<file path="config.mk">
export PLATFORM = sky130hd
export DESIGN_NAME = mem_arbiter
export DESIGN_NICKNAME = d
export VERILOG_FILES = /design/src/rtl/mem_arb_pkg.sv /design/src/rtl/arb_grant_picker.sv /design/src/rtl/mem_arbiter.sv
export SDC_FILE = /design/constraint.sdc
export NUM_CORES = 1
export LEC_CHECK = 0
export BUFFER_PORTS_ARGS = -buffer_cell sky130_fd_sc_hd__buf_2
export CAP_MARGIN = 20
export CORE_MARGIN = 4
export CORE_UTILIZATION = 48
export DETAILED_ROUTE_END_ITERATION = 7
export PLACE_DENSITY = 0.78
export SETUP_SLACK_MARGIN = 0.5
export SLEW_MARGIN = 20
export SYNTH_ARGS = -nofsm -noshare
export SYNTH_HDL_FRONTEND = slang
export SYNTH_SLANG_ARGS = --single-unit
export TNS_END_PERCENT = 10
</file>
<file path="constraint.sdc">
create_clock -name Clock -period 2.3 [get_ports Clock]
set_input_delay 0.46 -clock Clock [delete_from_list [all_inputs] [get_ports Clock]]
set_output_delay 0.46 -clock Clock [all_outputs]
set_load 0.05 [all_outputs]
</file>
<file path="src/rtl/mem_arb_pkg.sv">
// rtl/mem_arb_pkg.sv - shared types for the instruction/data memory arbiter
package mem_arb_pkg;

    // The latched request is sized to the processor word.
    localparam int ARB_WORD_W = 16;

    typedef enum logic [1:0] {
        ARB_IDLE,
        ARB_ISSUE,
        ARB_WAIT,
        ARB_DONE
    } ArbState;

    typedef enum logic {
        OWN_DATA,
        OWN_INSTR
    } ArbOwner;

    typedef struct packed {
        ArbOwner                owner;
        logic                   we;
        logic [ARB_WORD_W-1:0]  addr;
        logic [ARB_WORD_W-1:0]  wdata;
    } ArbReq;

endpackage

</file>
<file path="src/rtl/arb_grant_picker.sv">
// rtl/arb_grant_picker.sv - data-priority grant decision with a fetch anti-starvation streak limit
module arb_grant_picker
    import mem_arb_pkg::*;
#(
    parameter int MAX_DATA_STREAK = 4
) (
    input  logic clk_i,
    input  logic rst_ni,
    input  logic arbitrate_i,
    input  logic data_req_i,
    input  logic instr_req_i,
    output logic grant_valid_o,
    output logic owner_instr_o
);

    localparam int STREAK_W = $clog2(MAX_DATA_STREAK + 1);

    logic [STREAK_W-1:0] streak_q, streak_d;
    logic                streak_limit;
    logic                data_wins;

    assign streak_limit  = (streak_q == STREAK_W'(MAX_DATA_STREAK));
    assign data_wins     = data_req_i && !(streak_limit && instr_req_i);
    assign grant_valid_o = data_req_i || instr_req_i;
    assign owner_instr_o = !data_wins;

    // The streak only counts data grants that actually made a fetch wait.
    always_comb begin
        streak_d = streak_q;
        if (arbitrate_i && grant_valid_o) begin
            if (data_wins && instr_req_i) begin
                if (!streak_limit) begin
                    streak_d = streak_q + STREAK_W'(1);
                end
            end else begin
                streak_d = '0;
            end
        end
    end

    always_ff @(posedge clk_i or negedge rst_ni) begin
        if (!rst_ni) begin
            streak_q <= '0;
        end else begin
            streak_q <= streak_d;
        end
    end

endmodule

</file>
<file path="src/rtl/mem_arbiter.sv">
// rtl/mem_arbiter.sv - shares one fixed-latency single-port memory between fetch and data ports
module mem_arbiter
    import mem_arb_pkg::*;
#(
    parameter int WORD_SIZE       = 16,
    parameter int MEM_LATENCY     = 2,
    parameter int MAX_DATA_STREAK = 4
) (
    input  logic                 Clock,
    input  logic                 Resetn,
    input  logic [WORD_SIZE-1:0] DataAddr,
    input  logic [WORD_SIZE-1:0] DataOut,
    input  logic                 ReadData,
    input  logic                 WriteData,
    output logic [WORD_SIZE-1:0] DataIn,
    output logic                 DataDone,
    input  logic [WORD_SIZE-1:0] InstrAddr,
    input  logic                 InstrReq,
    output logic [WORD_SIZE-1:0] InstrIn,
    output logic                 InstrValid,
    output logic [WORD_SIZE-1:0] MemAddr,
    output logic [WORD_SIZE-1:0] MemWData,
    output logic                 MemEn,
    output logic                 MemWe,
    input  logic [WORD_SIZE-1:0] MemRData
);

    localparam int WAIT_W = $clog2(MEM_LATENCY + 1);

    if (WORD_SIZE != ARB_WORD_W) begin : g_bad_word
        $error("mem_arbiter: WORD_SIZE must equal ARB_WORD_W");
    end
    if (MEM_LATENCY < 1) begin : g_bad_latency
        $error("mem_arbiter: MEM_LATENCY must be at least 1");
    end
    if (MAX_DATA_STREAK < 1) begin : g_bad_streak
        $error("mem_arbiter: MAX_DATA_STREAK must be at least 1");
    end

    ArbState               state_q, state_d;
    ArbReq                 req_q, req_d;
    logic [WAIT_W-1:0]     wait_q, wait_d;
    logic                  mem_en_q, mem_en_d;
    logic                  mem_we_q, mem_we_d;
    logic [WORD_SIZE-1:0]  data_in_q, data_in_d;
    logic [WORD_SIZE-1:0]  instr_in_q, instr_in_d;

    logic                  arbitrate;
    logic                  grant_valid;
    logic                  owner_instr;
    ArbOwner               grant_owner;
    logic                  wait_last;

    assign arbitrate   = (state_q == ARB_IDLE);
    assign grant_owner = owner_instr ? OWN_INSTR : OWN_DATA;
    assign wait_last   = (wait_q == WAIT_W'(1));

    arb_grant_picker #(
        .MAX_DATA_STREAK (MAX_DATA_STREAK)
    ) u_picker (
        .clk_i         (Clock),
        .rst_ni        (Resetn),
        .arbitrate_i   (arbitrate),
        .data_req_i    (ReadData || WriteData),
        .instr_req_i   (InstrReq),
        .grant_valid_o (grant_valid),
        .owner_instr_o (owner_instr)
    );

    always_ff @(posedge Clock or negedge Resetn) begin
        if (!Resetn) begin
            state_q <= ARB_IDLE;
        end else begin
            state_q <= state_d;
        end
    end

    always_comb begin
        state_d = state_q;
        case (state_q)
            ARB_IDLE:  if (grant_valid) state_d = ARB_ISSUE;
            ARB_ISSUE: state_d = ARB_WAIT;
            ARB_WAIT:  if (wait_last) state_d = ARB_DONE;
            ARB_DONE:  state_d = ARB_IDLE;
            default:   state_d = ARB_IDLE;
        endcase
    end

    // Done pulses come straight from the state register so they can never outlive DONE.
    always_comb begin
        DataDone   = 1'b0;
        InstrValid = 1'b0;
        if (state_q == ARB_DONE) begin
            DataDone   = (req_q.owner == OWN_DATA);
            InstrValid = (req_q.owner == OWN_INSTR);
        end
    end

    // A simultaneous read+write is carried out as a write only.
    always_comb begin
        req_d      = req_q;
        wait_d     = wait_q;
        mem_en_d   = 1'b0;
        mem_we_d   = 1'b0;
        data_in_d  = data_in_q;
        instr_in_d = instr_in_q;
        case (state_q)
            ARB_IDLE: begin
                if (grant_valid) begin
                    req_d.owner = grant_owner;
                    req_d.we    = (grant_owner == OWN_DATA) && WriteData;
                    req_d.addr  = (grant_owner == OWN_DATA) ? DataAddr : InstrAddr;
                    req_d.wdata = (grant_owner == OWN_DATA) ? DataOut : req_q.wdata;
                    mem_en_d    = 1'b1;
                    mem_we_d    = (grant_owner == OWN_DATA) && WriteData;
                end
            end
            ARB_ISSUE: begin
                wait_d = WAIT_W'(MEM_LATENCY);
            end
            ARB_WAIT: begin
                wait_d = wait_q - WAIT_W'(1);
                if (wait_last && !req_q.we) begin
                    if (req_q.owner == OWN_DATA) begin
                        data_in_d = MemRData;
                    end else begin
                        instr_in_d = MemRData;
                    end
                end
            end
            default: begin
            end
        endcase
    end

    always_ff @(posedge Clock or negedge Resetn) begin
        if (!Resetn) begin
            req_q      <= '0;
            wait_q     <= '0;
            mem_en_q   <= 1'b0;
            mem_we_q   <= 1'b0;
            data_in_q  <= '0;
            instr_in_q <= '0;
        end else begin
            req_q      <= req_d;
            wait_q     <= wait_d;
            mem_en_q   <= mem_en_d;
            mem_we_q   <= mem_we_d;
            data_in_q  <= data_in_d;
            instr_in_q <= instr_in_d;
        end
    end

    assign MemAddr  = req_q.addr;
    assign MemWData = req_q.wdata;
    assign MemEn    = mem_en_q;
    assign MemWe    = mem_we_q;
    assign DataIn   = data_in_q;
    assign InstrIn  = instr_in_q;

endmodule

</file>
## Word-level counts from Yosys, hierarchy flattened

Index checks and enable logic that the tools add are counted.

- Word-level logic and storage cells: 54
- Memory bits (read-only): 0
- Memory bits (writable): 0
- Output and inout bits: 68
- Register bits: 75
- Bits in latches: 0
- Memories kept: 0

- $mul: 0
- Shift operators: 0
- Bitwise operators: 1
- Eq/ne operators: 8
- Add/sub/neg operators: 2
- Div/mod/pow operators: 0
- Reductions and logical operators: 18
- Magnitude comparators: 0
- Multiplexer cells: 14

Operator list:

| operator | count |
|---|---|
| two-way mux 16 bit | 1 |
| AND reduction 3 bit | 3 |
| case mux 2 bit (4 select lines) | 1 |
| two-way mux 1 bit | 7 |
| logical AND 1 bit | 6 |
| two-way mux 3 bit | 2 |
| inequality test 2 bit (second input constant) | 3 |
| AND reduction 2 bit | 3 |
| == test 2 x 1 -> 1 bit (second input constant) | 2 |
| == test 2 bit (second input constant) | 2 |
| two-way mux 2 bit | 2 |
| case mux 2 bit (2 select lines) | 1 |
| adder 3 x 1 -> 3 bit (second input constant) | 1 |
| == test 3 bit (second input constant) | 1 |
| logical NOT 1 bit | 2 |
| logical NOT 2 bit | 1 |
| logical OR 1 bit | 2 |
| nonzero test 2 bit | 1 |
| subtractor 2 x 1 -> 2 bit (second input constant) | 1 |
| inverter 1 bit | 1 |

## Logic depth before layout (Yosys ltp)

- Depth after elaboration: 7
- Depth in mapped cells: 7

## Cells and area by module

Synthesis repeated with hierarchy kept, for this count alone.

- Cell total of the unflattened synthesis: 262
- Area, all modules: 3385.7 um2

By module, submodules not included:

| module | area each (um2) | instances | cells an instance |
|---|---|---|---|
| mem_arbiter | 3204.3 | 1 | 241 |
| arb_grant_picker | 181.4 | 1 | 21 |

## Worst setup path after synthesis

OpenSTA, ideal clock, no wires.

- Path type: register -> output
- From: register state_q[1]
- To: output DataDone
- Cell stages (with the launch flop): 3
- Buffers on the path: 0
- Setup slack: 0.614 ns
- Data arrival time: 1.226 ns
- Cell sequence: dfrtp_1 > ha_1 > nor2b_1

- Cells in the longest elaborated chain, start to end: 2

RTL lines:

| item | line | RTL |
|---|---|---|
| start, declared | mem_arbiter.sv:40 | `ArbState state_q, state_d;` |
| start signal, assigned | mem_arbiter.sv:74 | `state_q <= state_d;` |
| == test 2 bit | mem_arbiter.sv:93 | `if (state_q == ARB_DONE) begin` |
| two-way mux 1 bit | mem_arbiter.sv:93 |  |
| end, declared | mem_arbiter.sv:16 | `output logic DataDone,` |

No other way between the ends.

## Worst setup path after layout

Ends and elaborated chain as after synthesis.

==> reports/summary.txt <==
CTS
-----------------------------------------------------------------------------------------------
Clock input transition at the sequential cells of the worst setup and hold paths        0.08 ns
Deepest clock path buffer count                                                               2
Number of buffers created by CTS                                                              9
Worst-Skew Late Latency                                                                 0.35 ns
Buffer cell driving the clock tree root                                            sky130_fd_sc_hd__clkbuf_8
CTS tree                                                                                    yes
Number of buffers inserted by post-CTS setup repair                                           0
Total number of clock tree sinks                                                             75
Level count of the clock H-tree                                                               3

PLACEMENT
-----------------------------------------------------------------------------------------------
Number of port buffers                                                                      136
Pre-CTS setup slack                                                                   0.4621 ns
Detailed placer's ending HPWL                                                          4.930 mm
Placed cell areas                                                                      3842 um2
Gp weighted congestion                                                                   0.7440
Number of instances in the placed design                                                    421

YOSYS
-----------------------------------------------------------------------------------------------
Post-synthesis share of cell area spent on xor and xnor gates                                0%
Synthesized-area fraction occupied by adder cells                                        2.258%
Proportion of synthesized area in mux cells                                              16.60%
Synth unique cells                                                                           29
Mapped Area                                                                            3324 um2
Count leader, synth                                                                sky130_fd_sc_hd__dfrtp_1
Top cells by area, synth                                                           sky130_fd_sc_hd__dfrtp_1, sky130_fd_sc_hd__mux2_2, sky130_fd_sc_hd__buf_4, sky130_fd_sc_hd__a221o_1, sky130_fd_sc_hd__and2_1
Synthesized-area fraction occupied by and/or/nand/nor cells                              6.361%
Average instance area after synthesis                                                 13.68 um2
EDFF count, synth                                                                             0
Part of the Yosys area used for sequential elements                                      56.45%
Yosys top cell area share                                                                56.45%
Share of async-settable or async-resettable flops after synthesis                        100.0%
Cell taking the most area after synthesis                                          sky130_fd_sc_hd__dfrtp_1
Synthesized-area fraction occupied by ao, oa, aoi and oai cells                          7.603%
Number of instances in the synthesized netlist                                              243
Warnings from Yosys                                                                           0
Largest family of logic cells by synthesized area                                  multiplexers
Prevailing post-synth register cell                                                sky130_fd_sc_hd__dfrtp_1
Number of flip-flops and latches in the synthesized netlist                                  75
Net count after synthesis                                                                   318
Leading post-synthesis cells by instance count                                     sky130_fd_sc_hd__dfrtp_1, sky130_fd_sc_hd__mux2_2, sky130_fd_sc_hd__buf_4, sky130_fd_sc_hd__and2_1, sky130_fd_sc_hd__a221o_1

GLOBAL ROUTING
-----------------------------------------------------------------------------------------------
Largest net degree at the start of global routing                                            76
Number of global-route vias before repair                                                  2257
GRT Resource Usage Total                                                                 16.79%
Global-route wire length before repair                                                 11.07 mm
Remaining global-route overflow                                                               0
Initial antenna violation count                                                               0

DETAILED ROUTING
-----------------------------------------------------------------------------------------------
Avg WL per Cell                                                                        15.39 um
DR pass1 iterations                                                                           4
Initial DRC Count                                                                            69
Wire length after detailed routing                                                     6.741 mm
Mean number of vias per cell                                                              5.080
Residual DRC                                                                                  0
Number of nets still failing antenna checks after routing                                     0
Detailed-route via count                                                                   2225

DIE
-----------------------------------------------------------------------------------------------
DIE HEIGHT                                                                             91.22 um
Die Width                                                                              91.22 um
Rows                                                                                         30
Count of pins on the block boundary                                                         137
Placeable core area                                                                    6756 um2
Initial core utilization                                                                 49.20%
Die footprint                                                                          8321 um2

TIMING
-----------------------------------------------------------------------------------------------
Transition time of the tightest slew-check pin                                        0.7038 ns
Final period demand of the worst path                                                  1.812 ns
Final worst clock skew                                                              0.009813 ns
Crit path setup slack, layout                                                         0.4880 ns
Setup repair after global routing missed its margin                                         yes
Final setup vio count                                                                         0
Worst slew margin                                                                        53.08%
Number of pins with negative max-slew slack in the final report                               0
Share of the clock period used by the worst path after layout                            78.78%
F_max                                                                                0.5519 GHz
Hold Fails Final Rpt                                                                          0
Setup TNS Final                                                                            0 ns

SETUP PATH
-----------------------------------------------------------------------------------------------
Setup slack of the worst register-to-register path                                      0.50 ns
Slowest CP cell                                                                    sky130_fd_sc_hd__dfrtp_1
Highest cell delay on the worst timing path                                             0.40 ns
CP Cell Sequence                                                                   ha_1 -> nor2b_1 -> buf_2
Required time at the endpoint of the critical path                                      1.84 ns
Classification of the worst setup path                                             flop to output port
Largest delay share family, worst path                                               flip-flops
R2R depth                                                                                     6
Sort of element at the start of the critical path                                          flop
Type of destination of the critical path                                            output port
Critical path buffers and inverters                                                           1
Highest fanout seen on the critical path                                                      4
Count of cell instances traversed by the critical path                                        3
Data arrival at the endpoint of the critical path                                       1.35 ns

RUN STATUS
-----------------------------------------------------------------------------------------------
Run status                                                                         finished, final reports clean

JOB
-----------------------------------------------------------------------------------------------
Max-capacitance violation count                                                               0

CELLS AND AREA
-----------------------------------------------------------------------------------------------
Finished Layout Cells                                                                       438
Nets                                                                                        428
Diode count                                                                                   0
Post-layout instance area                                                              4099 um2
Share of post-route cells with drive strength above 1                                    57.82%
Layout filler cell count                                                                    544
Post-synthesis to final-layout area growth                                               23.30%

WORST HOLD PATH
-----------------------------------------------------------------------------------------------
Class of the tightest hold or removal check                                        primary input to async pin

## cell type report
| class | instances | area (um2) | area share (%) |
|---|---|---|---|
| Sequential cell | 75 | 1877 | 45.79 |
| Clock inverter | 6 | 112.6 | 2.747 |
| Clock buffer | 10 | 127.6 | 3.114 |
| Tap cell | 80 | 100.1 | 2.442 |
| Inverter | 9 | 33.78 | 0.8242 |
| Multi-Input combinational cell | 118 | 1112 | 27.14 |
| Timing Repair Buffer | 140 | 735.7 | 17.95 |
## worst paths after layout
kind | startpoint | to
max | state_q[1]$_DFFE_PN0P_ | DataDone
max in group asynchronous | Resetn | MemAddr[10]$_DFFE_PN0P_
min | Resetn | MemWData[8]$_DFFE_PN0P_
max reg2reg | state_q[0]$_DFFE_PN0P_ | DataIn[6]$_DFFE_PN0P_
min reg2reg | DataIn[15]$_DFFE_PN0P_ | DataIn[15]$_DFFE_PN0P_
min in group Clock | DataAddr[8] | MemAddr[8]$_DFFE_PN0P_
## per-layer routing
layer	routed length [um]	GRT usage, %	share of wire (%)
met1	2777	19.79	41
met2	3406	27.84	51
met3	374	4.971	5.5
met4	184	8.417	2.7
met5	0	0	0
## what timing repair did
action | CTS | global route
pin swaps | 0 | 0
endpoints found under the setup margin | 25 | 63
gates cloned | 1 | 0
hold buffers | 0 | 0
resized for setup | 0 | 1
## worst register-to-register path, delay by kind of cell, from the launching register on
family	cells	cell delay (ns)
flops	1	0.40
simple gates	2	0.40
mux	1	0.33
buf+inv	2	0.28
fa+ha+maj	1	0.28
## placed cells by master, fill, tap and decap left out, drive strengths merged, types with 2 or more instances in the layout
cell type	synthesis	layout
buf	41	140
dfrtp	75	75
mux2	49	49
and2	18	19
a221o	16	16
inv	9	10
clkbuf	1	10
ha	6	6
o21ai	5	5
nand3	3	3
nand2	3	3
bufinv	0	3
nor2b	2	2
and3	2	2
a21o	2	2
nor3	2	2
clkinv	0	2
## through the flow
| step | hold WS, ns | utilization [%] |
|---|---|---|
| after floorplan | 0.1644 | - |
| final | 0.1282 | 60.67 |
| after global placement | 0.4842 | 56.87 |
| after CTS | 0.1414 | 60.54 |
| after detailed placement | 0.4781 | 56.87 |
| after global routing | 0.1454 | 60.67 |
## state kept, by name, summed over array words and instances (netlist names)
name and cells:
u_picker.streak_q 3, InstrIn 16, state_q 2, MemWe 1, MemAddr 16, wait_q 2
DataIn 16, req_q 2, MemWData 16, MemEn 1
## cells by family (layout without fill, tap and decap cells)
logic type,Yosys count,after routing
fa+ha+maj,6,6
simple gates,32,33
flops,75,75
buf+inv,51,165
compound gates,30,30
mux,49,49
Power is not shown: default switching activity piles up to over one toggle a cycle in this logic, so the estimate is an artifact.
